**config.mk**
```make
export PLATFORM = sky130hd
export DESIGN_NAME = clock_set_ctrl_flat
export DESIGN_NICKNAME = d
export VERILOG_FILES = /design/src/rtl/clock_set_ctrl_pkg.sv /design/src/rtl/clock_set_ctrl_if.sv /design/src/rtl/clock_set_ctrl_debounce.sv /design/src/rtl/clock_set_ctrl.sv /design/src/flat_wrapper.sv
export SDC_FILE = /design/constraint.sdc
export NUM_CORES = 1
export LEC_CHECK = 0
export CAP_MARGIN = 0
export CORE_MARGIN = 1
export CORE_UTILIZATION = 41
export DETAILED_ROUTE_END_ITERATION = 6
export GPL_TIMING_DRIVEN = 0
export SYNTH_ARGS = -nofsm -noshare
export SYNTH_HDL_FRONTEND = slang
export SYNTH_SLANG_ARGS = --single-unit
```
**constraint.sdc**
```tcl
create_clock -name clk -period 4.35 [get_ports clk]
set_input_delay 0.6525 -clock clk [delete_from_list [all_inputs] [get_ports clk]]
set_output_delay 0.6525 -clock clk [all_outputs]
set_load 0.02 [all_outputs]
```
**src/rtl/clock_set_ctrl_pkg.sv**
```systemverilog
// Shared definitions for the hh:mm:ss mode/time-set controller:
// mode encodings, BCD field limits, time_bcd field offsets and BCD helpers.
package clock_pkg;

  typedef enum logic [1:0] {
    MODE_RUN     = 2'd0,
    MODE_SET_HR  = 2'd1,
    MODE_SET_MIN = 2'd2
  } mode_t;

  // Limits held in BCD so they compare directly against the digit pairs.
  localparam logic [7:0] SEC_MAX = 8'h59;
  localparam logic [7:0] MIN_MAX = 8'h59;
  localparam logic [7:0] HR_MAX  = 8'h23;

  // LSB of each two-digit field inside time_bcd.
  localparam int SEC_LSB = 0;
  localparam int MIN_LSB = 8;
  localparam int HR_LSB  = 16;

  // Any digit outside its legal range reads as 0.
  function automatic logic [7:0] bcd_clean(input logic [7:0] v, input logic [7:0] lim);
    logic [3:0] t;
    logic [3:0] u;
    t = (v[7:4] > lim[7:4]) ? 4'd0 : v[7:4];
    u = (v[3:0] > 4'd9) ? 4'd0 : v[3:0];
    return {t, u};
  endfunction

  function automatic logic bcd_at_max(input logic [7:0] v, input logic [7:0] lim);
    return bcd_clean(v, lim) >= lim;
  endfunction

  // Wrapping increment; a value at or past the limit wraps to 00.
  function automatic logic [7:0] bcd_inc(input logic [7:0] v, input logic [7:0] lim);
    logic [7:0] c;
    c = bcd_clean(v, lim);
    if (c >= lim) return 8'h00;
    if (c[3:0] == 4'd9) return {c[7:4] + 4'd1, 4'd0};
    return {c[7:4], c[3:0] + 4'd1};
  endfunction

endpackage

```
**src/rtl/clock_set_ctrl_if.sv**
```systemverilog
// Signal bundle between the clock controller, the 1 Hz divider, the buttons
// and the seven-segment scan logic. master = stimulus/consumer side,
// slave = controller side.
interface clock_set_ctrl_if;
  import clock_pkg::*;

  logic        tick_1hz;
  logic        btn_mode;
  logic        btn_inc;
  logic [23:0] time_bcd;
  mode_t       mode;
  logic [3:0]  blink_mask;
  logic        day_pulse;

  modport master (
    output tick_1hz, btn_mode, btn_inc,
    input  time_bcd, mode, blink_mask, day_pulse
  );

  modport slave (
    input  tick_1hz, btn_mode, btn_inc,
    output time_bcd, mode, blink_mask, day_pulse
  );

endinterface

```
**src/rtl/clock_set_ctrl_debounce.sv**
```systemverilog
// Push-button conditioner: 2-FF synchroniser, stability down-counter and a
// one-cycle press pulse on the debounced rising edge. A new level is accepted
// after DB_CYCLES consecutive samples that differ from the current level.
module btn_debounce #(
  parameter int DB_CYCLES = 1000000
) (
  input  logic clk,
  input  logic clr,
  input  logic raw,
  output logic level,
  output logic press
);

  localparam int CW = (DB_CYCLES > 1) ? $clog2(DB_CYCLES) : 1;
  localparam logic [CW-1:0] CNT_LOAD = CW'(DB_CYCLES - 1);

  logic          sync1;
  logic          sync2;
  logic [CW-1:0] cnt;

  // Bring the asynchronous button into the clk domain.
  always_ff @(posedge clk or negedge clr) begin
    if (!clr) begin
      sync1 <= 1'b0;
      sync2 <= 1'b0;
    end else begin
      sync1 <= raw;
      sync2 <= sync1;
    end
  end

  // Count down while the input disagrees with the accepted level; accept at terminal count.
  always_ff @(posedge clk or negedge clr) begin
    if (!clr) begin
      level <= 1'b0;
      press <= 1'b0;
      cnt   <= CNT_LOAD;
    end else begin
      press <= 1'b0;
      if (sync2 == level) begin
        cnt <= CNT_LOAD;
      end else if (cnt == '0) begin
        level <= sync2;
        press <= sync2;
        cnt   <= CNT_LOAD;
      end else begin
        cnt <= cnt - 1'b1;
      end
    end
  end

endmodule

```
**src/rtl/clock_set_ctrl.sv**
```systemverilog
// Mode and time-set controller for the hh:mm:ss BCD clock.
// Owns the time register, advances it on tick_1hz in RUN, lets the user edit
// hours then minutes with two buttons, and drives per-digit blink masks.
// Optional build macro: CLOCK_AUTO_REPEAT_EN (auto-repeat of held inc button).
//
// state        | meaning
// MODE_RUN     | time advances on tick_1hz, inc ignored
// MODE_SET_HR  | time frozen, inc bumps hours (23 -> 00), hour digits blink
// MODE_SET_MIN | time frozen, inc bumps minutes (59 -> 00), minute digits blink;
//              | leaving clears seconds
module clock_set_ctrl
  import clock_pkg::*;
#(
  parameter int DB_CYCLES    = 1000000,
  parameter int REPEAT_DELAY = 25000000,
  parameter int REPEAT_RATE  = 5000000
) (
  input  logic            clk,
  input  logic            clr,
  clock_set_ctrl_if.slave bus
);

  mode_t       state;
  logic [7:0]  hr_q;
  logic [7:0]  min_q;
  logic [7:0]  sec_q;
  logic        blink_phase;
  logic        phase_nx;
  logic [3:0]  mask_q;
  logic        day_q;
  logic        mode_press;
  logic        mode_level;
  logic        inc_press;
  logic        inc_level;
  logic        inc_evt;
  logic        unused_levels;

  btn_debounce #(.DB_CYCLES(DB_CYCLES)) u_db_mode (
    .clk   (clk),
    .clr   (clr),
    .raw   (bus.btn_mode),
    .level (mode_level),
    .press (mode_press)
  );

  btn_debounce #(.DB_CYCLES(DB_CYCLES)) u_db_inc (
    .clk   (clk),
    .clr   (clr),
    .raw   (bus.btn_inc),
    .level (inc_level),
    .press (inc_press)
  );

  assign unused_levels = mode_level ^ inc_level;

`ifdef CLOCK_AUTO_REPEAT_EN
  localparam int RPT_MAX = (REPEAT_DELAY > REPEAT_RATE) ? REPEAT_DELAY : REPEAT_RATE;
  localparam int RW      = $clog2(RPT_MAX + 1);

  logic [RW-1:0] rpt_cnt;
  logic          rpt_fire;

  // Down-counter armed by a press in a SET mode; fires at terminal count, then reloads the rate.
  always_ff @(posedge clk or negedge clr) begin
    if (!clr) begin
      rpt_cnt  <= '0;
      rpt_fire <= 1'b0;
    end else begin
      rpt_fire <= 1'b0;
      if (state == MODE_RUN || mode_press || !inc_level) begin
        rpt_cnt <= '0;
      end else if (inc_press) begin
        rpt_cnt <= RW'(REPEAT_DELAY - 1);
      end else if (rpt_cnt == RW'(1)) begin
        rpt_cnt  <= RW'(REPEAT_RATE);
        rpt_fire <= 1'b1;
      end else if (rpt_cnt != '0) begin
        rpt_cnt <= rpt_cnt - 1'b1;
      end
    end
  end

  assign inc_evt = inc_press | rpt_fire;
`else
  localparam int unused_repeat = REPEAT_DELAY + REPEAT_RATE;

  assign inc_evt = inc_press;
`endif

  // An edit forces the field visible; otherwise the phase flips once a second.
  assign phase_nx = inc_evt ? 1'b0 : (bus.tick_1hz ? ~blink_phase : blink_phase);

  // Mode sequencing, time register update and registered display controls.
  always_ff @(posedge clk or negedge clr) begin
    if (!clr) begin
      state       <= MODE_RUN;
      hr_q        <= 8'h00;
      min_q       <= 8'h00;
      sec_q       <= 8'h00;
      blink_phase <= 1'b0;
      mask_q      <= 4'b0000;
      day_q       <= 1'b0;
    end else begin
      blink_phase <= phase_nx;
      day_q       <= 1'b0;
      case (state)
        MODE_RUN: begin
          if (bus.tick_1hz) begin
            sec_q <= bcd_inc(sec_q, SEC_MAX);
            if (bcd_at_max(sec_q, SEC_MAX)) begin
              min_q <= bcd_inc(min_q, MIN_MAX);
              if (bcd_at_max(min_q, MIN_MAX)) begin
                hr_q  <= bcd_inc(hr_q, HR_MAX);
                day_q <= bcd_at_max(hr_q, HR_MAX);
              end
            end
          end
          if (mode_press) begin
            state  <= MODE_SET_HR;
            mask_q <= {phase_nx, phase_nx, 2'b00};
          end else begin
            mask_q <= 4'b0000;
          end
        end
        MODE_SET_HR: begin
          if (inc_evt) hr_q <= bcd_inc(hr_q, HR_MAX);
          if (mode_press) begin
            state  <= MODE_SET_MIN;
            mask_q <= {2'b00, phase_nx, phase_nx};
          end else begin
            mask_q <= {phase_nx, phase_nx, 2'b00};
          end
        end
        MODE_SET_MIN: begin
          if (inc_evt) min_q <= bcd_inc(min_q, MIN_MAX);
          if (mode_press) begin
            state  <= MODE_RUN;
            sec_q  <= 8'h00;
            mask_q <= 4'b0000;
          end else begin
            mask_q <= {2'b00, phase_nx, phase_nx};
          end
        end
        default: begin
          state  <= MODE_RUN;
          mask_q <= 4'b0000;
        end
      endcase
    end
  end

  assign bus.time_bcd[HR_LSB  +: 8] = hr_q;
  assign bus.time_bcd[MIN_LSB +: 8] = min_q;
  assign bus.time_bcd[SEC_LSB +: 8] = sec_q;
  assign bus.mode                   = state;
  assign bus.blink_mask             = mask_q;
  assign bus.day_pulse              = day_q;

endmodule
```
**src/flat_wrapper.sv**
```systemverilog
// flat-port wrapper written by rule: the top's interface ports become plain ports
module clock_set_ctrl_flat import clock_pkg::*;
#(
  parameter int DB_CYCLES    = 1000000,
  parameter int REPEAT_DELAY = 25000000,
  parameter int REPEAT_RATE  = 5000000
)
  (clk, clr, bus_tick_1hz, bus_btn_mode, bus_btn_inc, bus_time_bcd, bus_mode, bus_blink_mask, bus_day_pulse);
  clock_set_ctrl_if bus_i ();
  input  logic clk;
  input  logic clr;
  input wire logic [$bits(bus_i.tick_1hz)-1:0] bus_tick_1hz;
  input wire logic [$bits(bus_i.btn_mode)-1:0] bus_btn_mode;
  input wire logic [$bits(bus_i.btn_inc)-1:0] bus_btn_inc;
  output wire logic [$bits(bus_i.time_bcd)-1:0] bus_time_bcd;
  output wire logic [$bits(bus_i.mode)-1:0] bus_mode;
  output wire logic [$bits(bus_i.blink_mask)-1:0] bus_blink_mask;
  output wire logic [$bits(bus_i.day_pulse)-1:0] bus_day_pulse;
  assign bus_i.tick_1hz = bus_tick_1hz;
  assign bus_i.btn_mode = bus_btn_mode;
  assign bus_i.btn_inc = bus_btn_inc;
  assign bus_time_bcd = bus_i.time_bcd;
  assign bus_mode = bus_i.mode;
  assign bus_blink_mask = bus_i.blink_mask;
  assign bus_day_pulse = bus_i.day_pulse;
  clock_set_ctrl #(.DB_CYCLES(DB_CYCLES), .REPEAT_DELAY(REPEAT_DELAY), .REPEAT_RATE(REPEAT_RATE)) u_core (.clk(clk), .clr(clr), .bus(bus_i));
endmodule
```
=== Word level (Yosys, flattened, before mapping) ===
Index checks and enable logic that the tools add are counted.

* Magnitude comparators: 9
* Muxes and demuxes: 93
* Bitwise logic cells: 3
* Add/subtract/negate cells: 8
* Eq/ne operators: 15
* Reductions and logical operators: 11

{| class="wikitable"
|+ Operators with widths
! operator !! count
|-
| $mux W8 || 25
|-
| $mux W20 || 4
|-
| $pmux W8 S2 || 3
|-
| $mux W1 || 47
|-
| $logic_not A20 Y1 || 2
|-
| $sub A20 B1 Y20 const B || 2
|-
| $mux W4 || 8
|-
| $add A4 B1 Y4 const B || 6
|-
| $ge A8 B7 Y1 const B || 2
|-
| $eq A4 B4 Y1 const B || 3
|-
| $gt A4 B4 Y1 const B || 3
|-
| $ne A2 B2 Y1 const B || 6
|-
| $pmux W4 S3 || 1
|-
| $ge A8 B6 Y1 const B || 1
|-
| $gt A4 B3 Y1 const B || 2
|-
| $mux W2 || 4
|-
| $pmux W2 S3 || 1
|-
| $reduce_and A3 Y1 || 2
|-
| $reduce_and A5 Y1 || 1
|-
| $gt A4 B2 Y1 const B || 1
|-
| $ne A2 B1 Y1 const B || 2
|-
| $reduce_and A2 Y1 || 2
|-
| $reduce_and A4 Y1 || 1
|-
| $reduce_bool A2 Y1 || 2
|-
| other kinds (5) || 8
|}

* Flip-flop bits (word level): 80
* Output and inout bits: 31
* Logic and storage cells: 156
* Input port bits: 5

=== Longest topological paths before layout ===
Gate-level depths: netlist of the first run.

* Depth in word-level cells: 19
* Gate-level depth with buffers: 9
* Gate-level depth less buffers: 8

=== Hierarchy ===
A second synthesis of the first run with hierarchy kept.

* Cells, all modules: 398
* Area total of the unflattened synthesis: 4299.1 um^2

{| class="wikitable"
|+ Modules (own cells, without submodules)
! module !! instances !! area each (um^2) !! cells an instance !! seq. area each (um^2)
|-
| btn_debounce || 2 || 1256.2 || 114 || 615.6
|-
| clock_set_ctrl || 1 || 1786.7 || 170 || 750.7
|}

=== Least setup slack after synthesis of the first run ===
No wires, ideal clock.

* Kind: reg2reg
* Start point: reg u_core.sec_q[5]
* End point: reg u_core.hr_q[0]
* Setup time: 0.125 ns
* Data required time: 4.225 ns
* Path slack: 1.666 ns
* Path buffers: 0
* Period minus slack after synthesis: 2.684 ns
* Data arrival time: 2.560 ns
* Cell stages (with the launch flop): 8
* Path through: dfrtp_1 -> a21oi_1 -> and2_1 -> ha_1 -> or4bb_1 -> or3_1 -> o21ai_4 -> mux2_2

* Longest elaborated chain between the ends: 5

{| class="wikitable"
|+ Ends and longest elaborated chain
! element !! RTL line !! text
|-
| start, declared || clock_set_ctrl.sv:26 || <nowiki>logic [7:0] sec_q;</nowiki>
|-
| start signal, assigned || clock_set_ctrl.sv:109 || <nowiki>sec_q <= bcd_inc(sec_q, SEC_MAX);</nowiki>
|-
| $gt A4 B3 Y1 || clock_set_ctrl_pkg.sv:25 || <nowiki>t = (v[7:4] > lim[7:4]) ? 4'd0 : v[7:4];</nowiki>
|-
| $mux W4 * || clock_set_ctrl_pkg.sv:25 ||
|-
| $ge A8 B7 Y1 * || clock_set_ctrl_pkg.sv:31 || <nowiki>return bcd_clean(v, lim) >= lim;</nowiki>
|-
| $ne A2 B1 Y1 (no line) * || - ||
|-
| $reduce_and A5 Y1 (no line) * || - ||
|-
| end signal, assigned || clock_set_ctrl.sv:113 || <nowiki>hr_q <= bcd_inc(hr_q, HR_MAX);</nowiki>
|-
| end signal, assigned || clock_set_ctrl.sv:126 || <nowiki>if (inc_evt) hr_q <= bcd_inc(hr_q, HR_MAX);</nowiki>
|-
| end, declared || clock_set_ctrl.sv:24 || <nowiki>logic [7:0] hr_q;</nowiki>
|}

Mark *: on every way between the ends. The rest lies on a longest branch, timed or not.
A chain may end at the register's enable or synchronous reset.

=== Final worst setup path of the first run ===
* Start point: reg u_core.sec_q[5]
* End point: reg u_core.hr_q[1]

The elaborated chain is that of the path after synthesis.

==> out/metrics.yaml, run 1 <==
status: "completed"
grt_pass1_wl_um: 13560
rsz0062_at_grt: "no"
synth_seq_cells: 78
diodes: 0
layout_commonest_cell: "dfrtp_1"
syn_nets: 414
synth-seq-area-share_pct: 48.47
synthTopCellsByArea: "dfrtp_1, dfstp_2, ha_1, xnor2_1, nand2_1"
slew_violations: 0
period_needed_ns: 2.895
drc: 0
finClkSkew_ns: 0.01005
grt_overflow_total: 0
cts-htree-levels: 3
vias: 3101
clk_pin_slew_ns: 0.08
dieWidth_um: 101.9
cts-root-buf: "clkbuf_8"
yosysTopAreaCellShare_pct: 33.05
die_area_um2: 10380
leakagePower_uw: 0.001946
finalSetupTns_ns: 0
drt-pass1-iter-count: 4
wl_met2_um: 3623
power.share.clock_pct: 40.4
p_int_uw: 1233
dr.first_iter.drc_count: 119
wl_met1_um: 3783
startpoint_type: "flop"
cts_tree: "built"
endpoint_kind: "flop"
die_h_um: 101.9
grt_max_degree: 50
p_sw_uw: 387.8
postCtsHoldBufs: 0
worst_ep_arrival_time_ns: 3.14
via_per_inst: 5.365
mostFrequentLayoutCells: "dfrtp_1, clkdlybuf4s50_1, nand2_1, nor2_1, dfstp_2"
cts.sinks: 78
p_comb_share_pct: 11.1
start_util_pct: 42.03
synth_largest_area_cell: "dfrtp_1"
cp.required_ns: 4.60
fmax_mhz: 345.4
nets: 461
cts_buffer_depth: 2
antenna_found_initial: 0
async_flop_share_pct: 100.0
synthCells: 394
avgSynthCellArea_um2: 10.38
cts_setup_buffers: 0
ys_types: 61
dp_slack_ns: 1.381
postCtsResizedCells: 0
ant_nets: 0
worstSkewPairLatency_ns: 0.36
ir_drop_mv: 0.1424
num_io_pins: 36
numCtsBuffers: 9
core-area_um2: 9729
portBuffers: 35
routed.top_layer: "met4"
path_class: "flop to flop"
ys_warn_count: 0
setup_slack_ns: 1.455
setup_viol: 0
power_frac_seq_pct: 48.4
wl_met3_um: 291
hold_viol_final: 0
sw_frac_of_total_pct: 23.93
wl_per_cell_um: 13.58
worst_slew_pin_slew_ns: 0.6849
maxCapViolCount: 0
ff2ff_path_depth: 7
drive_gt1_share_pct: 14.61
synth_ff_type: "dfrtp_1"
fin_crit_sh_pct: 66.55
synth-edff-count: 0
areaGrowthSynthToFinish_pct: 19.03
row_count: 36
max_slew_margin_pct: 54.13
place_congestion: 0.7393
routed_wl_um: 7851
crit_fanout: 7
hpwl_um: 5455
grt_pass1_vias: 2867
syn-cell-area_um2: 4089
grt_use_total_pct: 16.78
hold_path.class: "primary input to async pin"
p_per_area_nw_per_um2: 332.9
[area by class of cell]
| cell class | count | area (µm²) |
|---|---|---|
| buffer | 15 | 68.82 |
| clock buffer | 11 | 141.4 |
| clock inverter | 4 | 95.09 |
| fill | 899 | 4862 |
| inverter | 15 | 56.30 |
| multi-input combinational | 286 | 1982 |
| sequential | 78 | 1982 |
| tap | 133 | 166.4 |
| timing repair buffer | 36 | 375.4 |
[flip-flops by register name, summed over array words and instances (netlist names)]
signal	count
u_core.bus.day_pulse	1
u_core.u_db_inc.level	1
u_core.u_db_inc.sync2	1
u_core.u_db_inc.press	1
u_core.sec_q	8
u_core.bus.mode	2
u_core.u_db_mode.press	1
u_core.u_db_mode.level	1
u_core.bus.blink_mask	2
u_core.blink_phase	1
u_core.u_db_mode.sync1	1
u_core.u_db_mode.cnt	20
u_core.min_q	8
u_core.u_db_mode.sync2	1
u_core.u_db_inc.sync1	1
u_core.u_db_inc.cnt	20
u_core.hr_q	8
[cells in the mapped netlist (2+ instances only)]
| library cell | instances |
|---|---|
| or4_1 | 7 |
| nand2b_1 | 6 |
| nand4_1 | 5 |
| a221o_1 | 2 |
| o211ai_1 | 6 |
| nor4_4 | 2 |
| o41ai_1 | 7 |
| a31oi_1 | 3 |
| ha_1 | 15 |
| o31ai_1 | 5 |
| and2_1 | 6 |
| and3_1 | 4 |
| xor2_1 | 13 |
| buf_4 | 2 |
| a21oi_1 | 15 |
| nor2_1 | 28 |
| dfstp_2 | 24 |
| o21ai_0 | 15 |
| nor3_1 | 11 |
| or3_1 | 8 |
| clkbuf_1 | 8 |
| nor2b_1 | 2 |
| nand2_1 | 32 |
| nand3_1 | 13 |
| buf_2 | 4 |
| dfrtp_1 | 54 |
| nor4_1 | 7 |
| xnor2_1 | 17 |
| nor4b_1 | 3 |
| or2_2 | 2 |
| nand3b_1 | 4 |
| a211o_1 | 2 |
| inv_1 | 15 |
| nor3b_1 | 9 |
| a22o_1 | 4 |
| and4_1 | 2 |
| mux2_2 | 6 |
| nor4bb_1 | 3 |
[metal layers]
metal	up-vias	GRT usage, %
met3	12	3.762
li1	1530	-
met4	0	7.473
met1	1509	22.20
met5	-	0
met2	50	26.46
[through the flow]
step           instances  power (µW)  instance area [µm²]  utilization, %  hold WS [ns]
2_1_floorplan        394       903.0                 4089               -        0.3312
3_3_place_gp         562       974.2                 4606           47.34        0.3350
3_5_place_dp         563       980.8                 4631           47.60        0.3410
4_1_cts              578        1645                 4867           50.03        0.2232
5_1_grt              578        1700                 4867           50.03        0.2376
6_report             578        1620                 4867           50.03        0.2150
[logic make-up (layout without fill, tap and decap cells)]
logic type,after synthesis,count (layout),share of synthesized area (%)
AND/OR/NAND/NOR,165,165,23.78
flip-flops,78,78,48.47
AO/OA/AOI/OAI,69,69,11.78
XOR/XNOR,30,30,6.426
buffers and inverters,30,81,3.060
adder cells (fa/ha/maj),15,15,4.590
multiplexers,7,7,1.897
[path summary, 6_finish.rpt]
path	end	startpoint	slack (ns)
min in group clk	u_core.u_db_inc.sync2$_DFF_PN0_	u_core.u_db_inc.sync1$_DFF_PN0_	0.36
worst max register to register	u_core.hr_q[1]$_DFFE_PN0P_	u_core.sec_q[5]$_DFFE_PN0P_	1.46
worst min-delay path	u_core.sec_q[1]$_DFFE_PN0P_	clr	0.22
max in group asynchronous	u_core.u_db_mode.cnt[5]$_DFF_PN1_	clr	3.49
worst min register to register	u_core.u_db_inc.sync2$_DFF_PN0_	u_core.u_db_inc.sync1$_DFF_PN0_	0.36
worst max-delay path	u_core.hr_q[1]$_DFFE_PN0P_	u_core.sec_q[5]$_DFFE_PN0P_	1.46
[critical path: stages, from the launching register on]
cell and delay (ns):
dfrtp_1 0.42, a21oi_1 0.35, and2_1 0.26, ha_1 0.16, or4bb_1 0.56, or3_1 0.41, o21ai_4 0.26, mux2_2 0.37
[power groups by stage]
stage | combinational [µW] | clock [µW] | sequential [µW]
6_report | 180 | 655 | 785
5_1_grt | 207 | 703 | 791
4_1_cts | 183 | 677 | 785
3_5_place_dp | 182 | 0 | 799
3_3_place_gp | 177 | 0 | 797
2_1_floorplan | 89.1 | 0 | 814
(Power assumes the default switching activity.)
==> inputs of run 2 (changes only) <==
- clock period: 4.35 -> 2.3 ns (I/O delays scaled with it)
==> out/metrics.yaml, run 2 (synthesis gave the netlist of run 1 again) <==
slew_violations: 0
hold_depth: 0
nets: 469
worst_slew_pin_slew_ns: 0.5823
antenna_found_initial: 0
rsz0062_at_grt: "yes"
start_util_pct: 42.03
p_per_area_nw_per_um2: 597.8
rrSetupSlack_ns: -0.13
cp.required_ns: 2.53
portBuffers: 35
drive_gt1_share_pct: 19.38
fmax_mhz: 411.7
clk_pin_slew_ns: 0.08
areaGrowthSynthToFinish_pct: 22.80
hold_viol_final: 0
cts_buffer_depth: 2
violations: "setup timing"
path_class: "flop to flop"
worstSkewPairLatency_ns: 0.35
die_area_um2: 10380
status: "complete, but fails checks"
cts-htree-levels: 3
grt_use_total_pct: 17.37
dieWidth_um: 101.9
grt_overflow_total: 0
place_congestion: 0.7200
startpoint_type: "flop"
worst_ep_arrival_time_ns: 2.66
ff2ff_path_depth: 7
row_count: 36
grt_pass1_vias: 3000
crit_fanout: 6
hold_ws_ns: 0.3732
hold_path.class: "flop to flop"
layout_commonest_cell: "dfrtp_1"
fin_crit_sh_pct: 105.6
drt-pass1-iter-count: 4
grt_pass1_wl_um: 14170
numCtsBuffers: 9
core-area_um2: 9729
dr.first_iter.drc_count: 95
dp_slack_ns: -0.3298
cts-root-buf: "clkbuf_8"
finClkSkew_ns: 0.01214
min_from: "u_core.u_db_inc.sync1$_DFF_PN0_"
worstReg2RegStart: "u_core.sec_q[5]$_DFFE_PN0P_"
cts.sinks: 78
mostFrequentLayoutCells: "dfrtp_1, clkdlybuf4s50_1, nand2_1, nor2_1, dfstp_2"
cts_tree: "built"
routed_wl_um: 8372
via_per_inst: 5.414
r2r_end: "u_core.hr_q[1]$_DFFE_PN0P_"
ir_drop_mv: 0.3319
drc: 0
period_needed_ns: 2.429
top_regs: "u_core.u_db_inc.cnt x20, u_core.u_db_mode.cnt x20"
setup_viol: 9
maxCapViolCount: 0
finalSetupTns_ns: -0.6818
die_h_um: 101.9
endpoint_kind: "flop"
diodes: 0
ant_nets: 0
setup_slack_ns: -0.1287
vias: 3178
wl_per_cell_um: 14.26
num_io_pins: 36
leakagePower_uw: 0.001997
hpwl_um: 5662
grt_max_degree: 49
min_to: "u_core.u_db_inc.sync2$_DFF_PN0_"
max_slew_margin_pct: 60.97
## run 2: changes by cell type in the layout (fill, tap and decap cells not counted), sizes merged
cell and change:
dlygate4sd3 +1, bufinv -1, clkbuf -2, clkinvlp +2, clkinv +1, buf +8
## run 2: repair_timing
item	4_1_cts	5_1_grt
hold buffers	1	0
endpoints found under the setup margin	13	16
setup buffers	6	1
cloned	1	0
gates resized for setup	3	5
pin swaps	5	0
endpoints found under the hold margin	16	0
## run 2: worst max path at each step
stage                                start                          end  slack (ns)  depth (start not counted)
5_1_grt        u_core.sec_q[5]$_DFFE_PN0P_   u_core.hr_q[1]$_DFFE_PN0P_       -0.19                          7
2_1_floorplan  u_core.sec_q[6]$_DFFE_PN0P_   u_core.hr_q[4]$_DFFE_PN0P_       -0.23                          7
6_report       u_core.sec_q[5]$_DFFE_PN0P_   u_core.hr_q[1]$_DFFE_PN0P_       -0.13                          7
3_3_place_gp                           clr  u_core.sec_q[5]$_DFFE_PN0P_       -2.21                          1
4_1_cts        u_core.sec_q[5]$_DFFE_PN0P_   u_core.hr_q[1]$_DFFE_PN0P_       -0.13                          7
3_5_place_dp   u_core.sec_q[6]$_DFFE_PN0P_   u_core.hr_q[1]$_DFFE_PN0P_       -0.33                          7
## run 2: layout make-up
cell class | count | area [µm²]
plain buffers | 14 | 71.32
clock buffers | 10 | 137.6
clock inverters | 6 | 85.08
fillers | 897 | 4708
inverters | 15 | 56.30
multi-input cells | 286 | 2073
flip-flops and latches | 78 | 1984
well taps | 133 | 166.4
repair buffers | 45 | 446.7
## run 2: per-stage QoR
| step | instance area, µm² | power (µW) | cells | util (%) |
|---|---|---|---|---|
| global route | 5021 | 3137 | 587 | 51.61 |
| finish | 5021 | 3002 | 587 | 51.61 |
| global placement | 4664 | 1859 | 562 | 47.94 |
| detailed placement | 4690 | 1872 | 563 | 48.20 |
| floorplan | 4148 | 1722 | 394 | - |
| CTS | 4986 | 3048 | 587 | 51.25 |
## run 2: critical path, stage by stage, from the launching register on
cell     delay (ns)
dfrtp_2        0.43
a21oi_4        0.16
and2_4         0.17
ha_4           0.11
or4bb_4        0.48
or3_4          0.37
o21ai_4        0.27
mux2_4         0.33
## run 2: metal layers
layer,vias to the layer above,global-route usage (%),part of all wire (%)
met5,-,0,0
met4,0,6.264,0.65
met3,8,3.010,3.7
met2,59,29.42,49
met1,1568,22.43,47
li1,1543,-,-
## run 2: report_power, final
group	internal (µW)	switching (µW)	total (µW)
clock network	637	512	1150
logic	178	190	368
registers	1430	52.4	1480
total	2250	754	3000
==> inputs of run 3 (changes only) <==
- CORE_MARGIN: 1 -> not set
- PLACE_DENSITY: not set -> 0.65
==> out/metrics.yaml, run 3 (synthesis gave the netlist of run 1 again) <==
drt-pass1-iter-count: 6
routed_wl_um: 7980
cts-htree-levels: 3
areaGrowthSynthToFinish_pct: 22.70
row_count: 36
place_congestion: 0.7551
violations: "DRC, setup timing"
worst_ep_arrival_time_ns: 2.69
status: "complete, but fails checks"
hpwl_um: 5469
path_class: "flop to flop"
maxCapViolCount: 0
startpoint_type: "flop"
fmax_mhz: 406.5
grt_pass1_vias: 3015
num_io_pins: 36
fin_crit_sh_pct: 107.0
grt_overflow_total: 0
period_needed_ns: 2.460
portBuffers: 35
nets: 472
leakagePower_uw: 0.001989
clk_pin_slew_ns: 0.08
core-area_um2: 9729
final_util_pct: 51.57
cts.sinks: 78
via_per_inst: 5.303
worstSkewPairLatency_ns: 0.35
mostFrequentLayoutCells: "dfrtp_1, clkdlybuf4s50_1, nand2_1, nor2_1, dfstp_2"
max_slew_margin_pct: 62.60
cts_buffer_depth: 2
dieWidth_um: 101.9
hold_path.class: "flop to flop"
finalSetupTns_ns: -1.327
worst_slew_pin_slew_ns: 0.5563
antenna_found_initial: 0
hold_viol_final: 0
grt_max_degree: 42
rrSetupSlack_ns: -0.16
worstSetupEndpoint: "u_core.hr_q[1]$_DFFE_PN0P_"
die_area_um2: 10380
cts-root-buf: "clkbuf_8"
worstReg2RegStart: "u_core.sec_q[5]$_DFFE_PN0P_"
ir_drop_mv: 0.3061
ant_nets: 0
numCtsBuffers: 9
dr.first_iter.drc_count: 100
setup_viol: 12
min_from: "u_core.u_db_mode.sync1$_DFF_PN0_"
layout_commonest_cell: "dfrtp_1"
top_regs: "u_core.u_db_inc.cnt x20, u_core.u_db_mode.cnt x20"
final_cells: 590
diodes: 0
endpoint_kind: "flop"
fillCellCount: 881
drc: 1
fin_area_um2: 5017
multiInputGateArea_um2: 2096
die_h_um: 101.9
dp_cells: 563
slew_violations: 0
setup_slack_ns: -0.1599
cp.required_ns: 2.53
cts_tree: "built"
grt_pass1_wl_um: 13680
rsz0062_at_grt: "yes"
grt_use_total_pct: 16.81
post_dp_cell_area_um2: 4682
regArea_um2: 1984
r2r_end: "u_core.hr_q[1]$_DFFE_PN0P_"
vias: 3129
wl_per_cell_um: 13.53
p_per_area_nw_per_um2: 562.4
ff2ff_path_depth: 7
crit_fanout: 6
dp_slack_ns: -0.3426
cp-startpoint: "u_core.sec_q[5]$_DFFE_PN0P_"
drive_gt1_share_pct: 20.13
finClkSkew_ns: 0.01244
start_util_pct: 42.03
## run 3: cell types whose count changed in the layout (fill, tap and decap cells not counted), sizes merged
cell,before,now
clkbuf,17,20
clkinv,2,1
buf,17,20
bufinv,2,0
## run 3: per-stage QoR
step / hold WS (ns) / total power (µW)
2_1_floorplan: 0.04941 / 1722
3_3_place_gp: 0.3351 / 1855
3_5_place_dp: 0.3363 / 1874
4_1_cts: 0.3551 / 2848
5_1_grt: 0.3569 / 2974
6_report: 0.3555 / 2822
## run 3: layer usage
| layer | up-vias | track usage, % | share of wire [%] |
|---|---|---|---|
| met5 | - | 0 | 0 |
| met4 | 0 | 5.714 | 1.2 |
| met3 | 9 | 3.762 | 3.6 |
| met2 | 56 | 27.60 | 48 |
| met1 | 1515 | 22.05 | 47 |
| li1 | 1549 | - | - |
## run 3: critical path: stages, from the launching register on
cell,delay (ns)
dfrtp_2,0.43
a21oi_4,0.16
and2_4,0.17
ha_4,0.11
or4bb_4,0.48
or3_4,0.37
o21ai_4,0.29
mux2_4,0.33
## run 3: area by class of cell
cell class | instances | area share, %
clock inverters | 3 | 0.3990
inverters | 15 | 1.122
repair buffers | 48 | 9.252
flip-flops and latches | 78 | 39.55
clock buffers | 13 | 3.167
multi-input cells | 286 | 41.77
plain buffers | 14 | 1.421
well taps | 133 | 3.317
## run 3: power by group
group | switching [µW] | total [µW] | internal (µW)
clock network | 496 | 946 | 451
logic | 200 | 390 | 189
registers | 53.2 | 1490 | 1430
total | 749 | 2820 | 2070
## run 3: how the worst min path moves through the flow
| stage | end | cells past startpoint |
|---|---|---|
| after floorplan | u_core.blink_phase$_DFF_PN0_ | 0 |
| after global placement | u_core.u_db_inc.sync2$_DFF_PN0_ | 0 |
| after detailed placement | u_core.u_db_mode.sync2$_DFF_PN0_ | 0 |
| after CTS | u_core.u_db_mode.sync2$_DFF_PN0_ | 0 |
| after global routing | u_core.u_db_mode.sync2$_DFF_PN0_ | 0 |
| final | u_core.u_db_mode.sync2$_DFF_PN0_ | 0 |
## run 3: what timing repair did
item                                   in CTS  in global routing
gates resized for setup                     2                 11
buffers inserted                            7                  3
setup endpoints to repair                  13                 23
hold buffers                                1                  0
gates cloned                                1                  0
endpoints found under the hold margin      27                  0
pin swaps                                   4                  2
